<file path="config.mk">
export PLATFORM = sky130hd
export DESIGN_NAME = uart_tx_serializer
export DESIGN_NICKNAME = d
export VERILOG_FILES = /design/src/rtl/uart_defs_pkg.sv /design/src/rtl/uart_baud_gen.sv /design/src/rtl/uart_tx_serializer.sv
export SDC_FILE = /design/constraint.sdc
export NUM_CORES = 1
export LEC_CHECK = 0
export CORE_ASPECT_RATIO = 0.9
export CORE_MARGIN = 2
export CORE_UTILIZATION = 40
export CTS_CLUSTER_SIZE = 14
export DETAILED_ROUTE_END_ITERATION = 8
export DONT_BUFFER_PORTS = 1
export GPL_TIMING_DRIVEN = 0
export RECOVER_POWER = 50
export SLEW_MARGIN = 10
export SYNTH_ARGS = -nofsm -noshare
export SYNTH_HDL_FRONTEND = slang
export SYNTH_SLANG_ARGS = --single-unit
</file>
<file path="constraint.sdc">
create_clock -name tck -period 4.1 [get_ports tck]
set_clock_uncertainty 0.2 [all_clocks]
set_input_delay 0.82 -clock tck [delete_from_list [all_inputs] [get_ports tck]]
set_output_delay 0.82 -clock tck [all_outputs]
set_load 0.1 [all_outputs]
</file>
<file path="src/rtl/uart_defs_pkg.sv">
// Shared UART types: TX state encoding, line config, parity helper.
// Used by both the TX serializer and the RX deserializer.
package uart_defs;

  localparam int CFG_DIV_W  = 16;
  localparam int CFG_DATA_W = 8;

  typedef enum logic [2:0] {
    TX_IDLE,
    TX_REQ,
    TX_START,
    TX_DATA,
    TX_PARITY,
    TX_STOP
  } TxState_t;

  typedef struct packed {
    logic [CFG_DIV_W-1:0] baud_div;
    logic [1:0]           data_bits;
    logic                 parity_en;
    logic                 parity_odd;
    logic                 stop2;
  } Config_t;

  // Only the low 5..8 bits selected by data_bits take part.
  function automatic logic frame_parity(
    input logic [CFG_DATA_W-1:0] d,
    input logic [1:0]            bits,
    input logic                  odd
  );
    logic [CFG_DATA_W-1:0] m;
    m = d;
    if (bits < 2'd3) m[7] = 1'b0;
    if (bits < 2'd2) m[6] = 1'b0;
    if (bits < 2'd1) m[5] = 1'b0;
    return (^m) ^ odd;
  endfunction

endpackage

</file>
<file path="src/rtl/uart_baud_gen.sv">
// Bit-period tick generator; a period of 0 behaves as 1.
// Counter restarts on clear so a frame always begins on a full period.
module uart_baud_gen #(
  parameter int W = 16
) (
  input  logic         tck,
  input  logic         rst_n,
  input  logic         clear_i,
  input  logic         enable_i,
  input  logic [W-1:0] period_i,
  output logic         tick_o
);

  logic [W-1:0] r_cnt;
  logic [W-1:0] w_last;

  assign w_last = (period_i == '0) ? '0 : period_i - W'(1);
  assign tick_o = enable_i & (r_cnt == w_last);

  always_ff @(posedge tck or negedge rst_n) begin
    if (!rst_n) begin
      r_cnt <= '0;
    end else if (clear_i) begin
      r_cnt <= '0;
    end else if (enable_i) begin
      r_cnt <= tick_o ? '0 : r_cnt + W'(1);
    end
  end

endmodule

</file>
<file path="src/rtl/uart_tx_serializer.sv">
// UART transmit datapath: one-entry holding register, RTS/CTS request,
// and frame serializer (start, 5-8 data LSB-first, parity, 1-2 stops).
module uart_tx_serializer
  import uart_defs::*;
#(
  parameter int DIV_W  = 16,
  parameter int DATA_W = 8
) (
  input  logic              tck,
  input  logic              rst_n,
  input  logic [DATA_W-1:0] data_i,
  input  logic              valid_i,
  output logic              ready_o,
  output logic              tx_rts_n_o,
  input  logic              tx_cts_n_i,
  input  logic              tx_enable_i,
  output logic              txd_o,
  output logic              busy_o,
  input  Config_t           uart_config_i
);

  TxState_t          r_state;
  TxState_t          w_next;
  logic              r_full;
  logic [DATA_W-1:0] r_hold;
  logic [DATA_W-1:0] r_shift;
  logic [DATA_W-1:0] w_shift_d;
  logic [DIV_W-1:0]  r_period;
  logic [1:0]        r_bits;
  logic              r_par_en;
  logic              r_stop2;
  logic              r_par;
  logic [2:0]        r_bitcnt;
  logic              r_stopcnt;
  logic              r_txd;
  logic              r_rts_n;
  logic              r_busy;
  logic              w_tick;
  logic              w_start;
  logic              w_load;
  logic              w_full_d;
  logic              w_txd_d;
  logic              w_last_bit;
  logic              w_stop_end;
  logic              w_baud_en;

  assign w_load     = valid_i & ~r_full;
  assign w_start    = (w_next == TX_START) & (r_state != TX_START);
  assign w_last_bit = (r_bitcnt == {1'b1, r_bits});
  assign w_stop_end = w_tick & (~r_stop2 | r_stopcnt);
  assign w_baud_en  = (r_state != TX_IDLE) & (r_state != TX_REQ);
  assign w_full_d   = w_start ? 1'b0 : (r_full | w_load);

  uart_baud_gen #(.W(DIV_W)) u_baud (
    .tck      (tck),
    .rst_n    (rst_n),
    .clear_i  (w_start),
    .enable_i (w_baud_en),
    .period_i (r_period),
    .tick_o   (w_tick)
  );

  always_comb begin
    w_next = r_state;
    unique case (r_state)
      TX_IDLE: begin
        if (r_full & tx_enable_i) w_next = TX_REQ;
      end
      TX_REQ: begin
        if (!tx_enable_i)     w_next = TX_IDLE;
        else if (!tx_cts_n_i) w_next = TX_START;
      end
      TX_START: begin
        if (w_tick) w_next = TX_DATA;
      end
      TX_DATA: begin
        if (w_tick & w_last_bit)
          w_next = r_par_en ? TX_PARITY : TX_STOP;
      end
      TX_PARITY: begin
        if (w_tick) w_next = TX_STOP;
      end
      TX_STOP: begin
        // Back-to-back frames skip REQ while CTS stays granted.
        if (w_stop_end) begin
          if (r_full & tx_enable_i)
            w_next = tx_cts_n_i ? TX_REQ : TX_START;
          else
            w_next = TX_IDLE;
        end
      end
      default: w_next = TX_IDLE;
    endcase
  end

  always_comb begin
    w_shift_d = r_shift;
    if (w_start)
      w_shift_d = r_hold;
    else if ((r_state == TX_DATA) & w_tick)
      w_shift_d = r_shift >> 1;
  end

  always_comb begin
    w_txd_d = 1'b1;
    unique case (w_next)
      TX_START:  w_txd_d = 1'b0;
      TX_DATA:   w_txd_d = w_shift_d[0];
      TX_PARITY: w_txd_d = r_par;
      default:   w_txd_d = 1'b1;
    endcase
  end

  always_ff @(posedge tck or negedge rst_n) begin
    if (!rst_n) begin
      r_state   <= TX_IDLE;
      r_full    <= 1'b0;
      r_hold    <= '0;
      r_shift   <= '0;
      r_period  <= '0;
      r_bits    <= '0;
      r_par_en  <= 1'b0;
      r_stop2   <= 1'b0;
      r_par     <= 1'b0;
      r_bitcnt  <= '0;
      r_stopcnt <= 1'b0;
      r_txd     <= 1'b1;
      r_rts_n   <= 1'b1;
      r_busy    <= 1'b0;
    end else begin
      r_state <= w_next;
      r_full  <= w_full_d;
      r_shift <= w_shift_d;
      r_txd   <= w_txd_d;
      r_rts_n <= (w_next == TX_IDLE);
      r_busy  <= (w_next != TX_IDLE) | w_full_d;
      if (w_load) r_hold <= data_i;
      if (w_start) begin
        r_period <= uart_config_i.baud_div;
        r_bits   <= uart_config_i.data_bits;
        r_par_en <= uart_config_i.parity_en;
        r_stop2  <= uart_config_i.stop2;
        r_par    <= frame_parity(r_hold,
                                 uart_config_i.data_bits,
                                 uart_config_i.parity_odd);
        r_bitcnt <= '0;
      end else if ((r_state == TX_DATA) & w_tick) begin
        r_bitcnt <= r_bitcnt + 3'd1;
      end
      if (r_state != TX_STOP) r_stopcnt <= 1'b0;
      else if (w_tick)        r_stopcnt <= 1'b1;
    end
  end

  assign ready_o    = ~r_full;
  assign tx_rts_n_o = r_rts_n;
  assign txd_o      = r_txd;
  assign busy_o     = r_busy;

endmodule

</file>
==> flow_metrics.tcl <==
set metrics [dict create \
    grt_pass1_wl_microns 14620 \
    drc 0 \
    final_hold_viol_count 0 \
    cp-end-kind "flip-flop" \
    clock_sinks 64 \
    critical_path_class "flip-flop to flip-flop" \
    power_uw 3031 \
    syn_area_sq_um 3814 \
    final_layout_size_suffix_gt1_share_pct 20.05 \
    vias 2944 \
    synth_fp_nets 422 \
    timing.final.crit_share_pct 97.48 \
    final_common_cell "dfrtp_1" \
    worstMarginPinSlew_ns 2.701 \
    wl_per_cell_microns 16.86 \
    ys_ff_latch 64 \
    leakage_uw 0.001695 \
    relSlewSlack_pct -80.08 \
    grt-ovfl-total 0 \
    worst_hold_path_type "primary input to asynchronous set/reset pin" \
    synth.distinct_cells 57 \
    power_density_nw_per_um2 713.7 \
    cts_tree "built" \
    cts_buffer_depth 2 \
    diodes 0 \
    cp_max_fo 10 \
    syn-instance-count 385 \
    synth_edf_count 0 \
    fmax_ghz 0.2502 \
    setup_ws_ns 0.1035 \
    synthTopCellsByArea "dfrtp_1, mux2_2, xnor2_1" \
    io_buffer_count 0 \
    crit_path_start_kind "flip-flop" \
    mostFrequentLayoutCells "dfrtp_1, nand2_1, nor2_1" \
    fin_util_pct 46.12 \
    ys.flop_type "dfrtp_1" \
    yosysSeqAreaShare_pct 42.06 \
    post_synth.cell_area_avg_sq_um 9.906 \
    path_clk_slew_ns 0.08 \
    viasPerCell 5.597 \
    io-pin-count 38 \
    worst-path-buf-inv 3 \
    initial_core_util_pct 41.42 \
    cp_slowest_cell "or4_1" \
    cp.required_ns 4.13 \
    grt_util_all_layers_pct 17.94 \
    drtIter0Drc 133 \
    ir_drop_mv 0.3434 \
    fin_crit_ns 3.996 \
    rows 33 \
    place_ws_ns -0.1825 \
    grt_max_degree 63 \
    gp_congestion 0.8612 \
    ant_nets 0 \
    critical_path_arrival_ns 4.03 \
    yosys_warnings 0 \
    fin_nets 436 \
    async_flop_share_pct 100.0 \
    fill_cells 890 \
    maxCapViolCount 1 \
    die_w_microns 106.9 \
    failed_checks "max-capacitance violations, max-slew violations" \
    cpPeakStageDelay_ns 0.52 \
    antenna_found_initial 0 \
    dieArea_sq_um 10330 \
    finalMaxSlewViolations 63 \
    drtPass1Iterations 4 \
    status "finished, violations left" \
    coreArea_sq_um 9208 \
    cts_buffers 9 \
    yosysTopAreaCellShare_pct 40.68 \
    yosysTopAreaCell "dfrtp_1" \
    clockRootBuffer "clkbuf_8" \
    grt_pass1_vias 2900 \
    drt_wl_total_microns 8866 \
    dp_hpwl_microns 6349 \
    path_cells "or4_1 > buf_2 > o31a_1 > or4_1 > o211a_1 > o22ai_2 > nand4_4 > nor2_4 > mux2_2 > and2_1 > buf_6 > buf_6 > a221o_1" \
    path_delay_family "simple AND/OR/NAND/NOR gates" \
    die_h_microns 96.63 \
    insertion_delay_ns 0.35 \
    htree_levels 3 \
    syn_to_final_growth_pct 11.35 \
    setup_violations 0 \
]
==> per-stage QoR <==
step | hold slack, ns | area, sq um | cells | TNS [ns]
floorplan | 0.2574 | 3814 | 385 | 0
global placement | 0.2732 | 3966 | 507 | -1.845
detailed placement | 0.2956 | 3966 | 507 | -1.787
CTS | 0.09793 | 4199 | 524 | 0
global route | 0.08825 | 4247 | 526 | -0.1549
finish | 0.1121 | 4247 | 526 | 0
==> synthesized netlist by cell type (all sizes together), types with 4 or more instances <==
| master | number |
|---|---|
| nor2 | 24 |
| nand3b | 8 |
| inv | 9 |
| o22ai | 4 |
| nor4 | 6 |
| o21ai | 22 |
| xor2 | 10 |
| nor3b | 4 |
| nor2b | 8 |
| a21oi | 20 |
| xnor2 | 21 |
| nor3 | 15 |
| dfrtp | 62 |
| nand3 | 11 |
| or4 | 4 |
| buf | 9 |
| nand4 | 12 |
| nand2 | 26 |
| or2 | 5 |
| mux2i | 5 |
| and2 | 4 |
| mux2 | 32 |
| and3 | 10 |
| clkbuf | 11 |
==> cell families after synthesis <==
logic type / after synthesis / share of synthesized area, %
xor gates and xnor gates: 32 / 7.710
AOI/OAI and AO/OA: 71 / 12.17
adders and majority gates: 3 / 0.9844
and+or+nand+nor: 149 / 21.75
buffers and inverters: 29 / 3.576
DFF: 64 / 42.06
muxes: 37 / 11.75
==> worst reg2reg max path, cell delays in order, from the launching register on <==
cell     delay (ns)
dfrtp_2        0.44
or4_1          0.51
buf_2          0.17
o31a_1         0.26
or4_1          0.52
o211a_1        0.13
o22ai_2        0.16
nand4_4        0.18
nor2_4         0.16
mux2_2         0.35
and2_1         0.15
buf_6          0.15
buf_6          0.14
a221o_1        0.35
==> power breakdown <==
part / switching (uW) / internal (uW)
logic: 591 / 655
registers: 367 / 914
clock network: 268 / 236
total: 1230 / 1810
==> metal layers <==
metal  vias up  routed length [microns]  track usage [%]
li1       1430                        -                -
met1      1433                     4385            26.28
met2        71                     3972            25.87
met3        10                      392            4.245
met4         0                      115            6.294
met5         -                        0                0
==> state kept, by name, indices dropped and copies added (netlist names), 2 cells and up <==
register,cells
r_period,16
u_baud.r_cnt,16
r_hold,8
r_shift,8
r_bitcnt,3
r_state,3
r_bits,2
==> worst paths after layout <==
path / from / endpoint / slack, ns / cells after the start
max: r_period[2] / r_shift[5] / 0.10 / 13
min: rst_n / tx_rts_n_o / 0.11 / 0
max reg2reg: r_period[2] / r_shift[5] / 0.10 / 13
min reg2reg: r_shift[3] / r_shift[3] / 0.31 / 1
max in group asynchronous: rst_n / r_period[2] / 0.75 / 1
min in group tck: r_shift[3] / r_shift[3] / 0.31 / 1
==> layout make-up <==
| cell class | count | area, sq um | area share (%) |
|---|---|---|---|
| Multi-Input combinational cell | 292 | 2137 | 50.32 |
| Clock inverter | 6 | 45.04 | 1.061 |
| Timing Repair Buffer | 3 | 27.53 | 0.6482 |
| Tap cell | 122 | 152.6 | 3.595 |
| Inverter | 9 | 33.78 | 0.7955 |
| Buffer | 20 | 107.6 | 2.534 |
| Clock buffer | 10 | 137.6 | 3.241 |
| Sequential cell | 64 | 1605 | 37.80 |
==> repair_timing <==
| item | in CTS | in global routing |
|---|---|---|
| endpoints found under the hold margin | 62 | 0 |
| pin swaps | 0 | 2 |
| buffers inserted | 0 | 2 |
| hold buffers | 1 | 0 |
| setup endpoints to repair | 26 | 37 |
| gates resized for setup | 4 | 12 |
(Power assumes the default switching activity.)
==> variant (same flow settings) <==
`r_shift` no longer has a reset.
--- a/src/rtl/uart_tx_serializer.sv
+++ b/src/rtl/uart_tx_serializer.sv
@@ -117,5 +117,4 @@
       r_full    <= 1'b0;
       r_hold    <= '0;
-      r_shift   <= '0;
       r_period  <= '0;
       r_bits    <= '0;
@@ -131,5 +130,4 @@
       r_state <= w_next;
       r_full  <= w_full_d;
-      r_shift <= w_shift_d;
       r_txd   <= w_txd_d;
       r_rts_n <= (w_next == TX_IDLE);
@@ -153,4 +151,8 @@
   end
 
+  always_ff @(posedge tck) begin
+    r_shift <= w_shift_d;
+  end
+
   assign ready_o    = ~r_full;
   assign tx_rts_n_o = r_rts_n;
Check against the original RTL: no difference found for any inputs over 10 cycles, from zero or initial values and one cycle with rst_n low; that may be too few to reach the edited logic, so the function may still have changed.
==> variant against the original RTL <==
- total power is 0.42% lower
- routed wire length is 2.2% higher
- clock power is 32% higher
- synthesized area is 3.6% higher
- setup slack better by 0.079 ns
- maximum frequency is 2.0% higher
- sequential power is 11% lower
- the flow still finishes with violations (max-capacitance violations, max-slew violations)
- sequential cell count stayed put
- cell area is 6.0% higher
- final cell count is 1.9% higher
==> variant: results (changes against the original RTL) <==
| Metric | Value |
|---|---|
| Synth area leaders | `dfrtp_1 (34%), mux2_4 (5.7%), edfxtp_1 (5.3%)` |
| Maximum vdd drop | `0.433 mV (+26%)` |
| Slew headroom | `-0.670 (+0.130)` |
| Post-synth EDFFs | `7 (+7)` |
| Leading cell types by count after synthesis | `dfrtp_1 (54), nor2_1 (28), nand2_1 (23)` |
| Count of filler cells inserted in the layout | `886 (-0.45%)` |
| Total of cells resized after clock tree synthesis | `6 (+2)` |
| Switching power as a share of total power | `0.375 (-0.0292)` |
| Violated checks | `max-capacitance violations, max-slew violations` |
| Max Cap Violations | `1 (unchanged)` |
| Setup WS post-layout | `0.183 ns (+0.0793 ns)` |
| Arrival time at the worst endpoint | `3.77 ns (-0.26 ns)` |
| Synthesized Nets | `424 (+0.47%)` |
| Run status | `finished with violations` |
| Number of pins exceeding their max-slew limit in the final report | `55 (-13%)` |
| Critical path's largest stage delay | `0.55 ns (+0.03 ns)` |
| Design Power | `3.02 mW (-0.42%)` |
| Clock network fraction of design power | `0.220 (+0.054)` |
| Maximum number of pins on one net before global-route repair | `55 (-13%)` |
| Average wire per cell in the routed design | `16.9 um (+0.26%)` |
| Routed via count | `2977 (+1.1%)` |
| Max stage delay cell, worst path | `or4_4` |
| All-layer global routing usage | `0.182 (+0.00273)` |
| Final hold slack | `0.112 ns (+0.0000890 ns)` |
| Cell Area, Placed | `4110 sq um (+3.6%)` |
## variant: per-layer routing
| layer | routed length [um] | up-vias | track usage |
|---|---|---|---|
| li1 | - | 1458 | - |
| met1 | 4490 | 1441 | 0.265 |
| met2 | 3940 | 69 | 0.258 |
| met3 | 463 | 9 | 0.0507 |
| met4 | 168 | 0 | 0.0651 |
| met5 | 0 | - | 0 |
## variant: worst paths after layout
path / from / end / cells after the start
worst max-delay path: r_period[0]$_DFFE_PN0N_ / r_shift[1]$_DFFE_PP_ / 13
worst min-delay path: rst_n / txd_o$_DFF_PN1_ / 0
worst max register to register: r_period[0]$_DFFE_PN0N_ / r_shift[1]$_DFFE_PP_ / 13
worst min register to register: r_stopcnt$_DFFE_PN0P_ / r_stopcnt$_DFFE_PN0P_ / 1
max in group asynchronous: rst_n / r_period[0]$_DFFE_PN0N_ / 1
min in group tck: r_stopcnt$_DFFE_PN0P_ / r_stopcnt$_DFFE_PN0P_ / 1
## variant: logic make-up (layout without fill, tap and decap cells)
kind of cell / count (synthesis) / after routing / share of synthesized area
AOI/OAI and AO/OA: 77 / 77 / 0.134
xor gates and xnor gates: 30 / 30 / 0.0738
adders and majority gates: 3 / 3 / 0.00950
buffers and inverters: 30 / 53 / 0.0409
DFF: 64 / 64 / 0.414
muxes: 34 / 34 / 0.108
and+or+nand+nor: 149 / 149 / 0.220
## variant: layout make-up
cell class / count / area, sq um / share of cell area
Multi-Input combinational cell: 293 / 2230 / 0.496
Sequential cell: 64 / 1640 / 0.364
Tap cell: 126 / 158 / 0.0350
Buffer: 20 / 129 / 0.0286
Clock buffer: 9 / 124 / 0.0275
Clock inverter: 7 / 119 / 0.0264
Timing Repair Buffer: 9 / 73.8 / 0.0164
Inverter: 8 / 30.0 / 0.00667
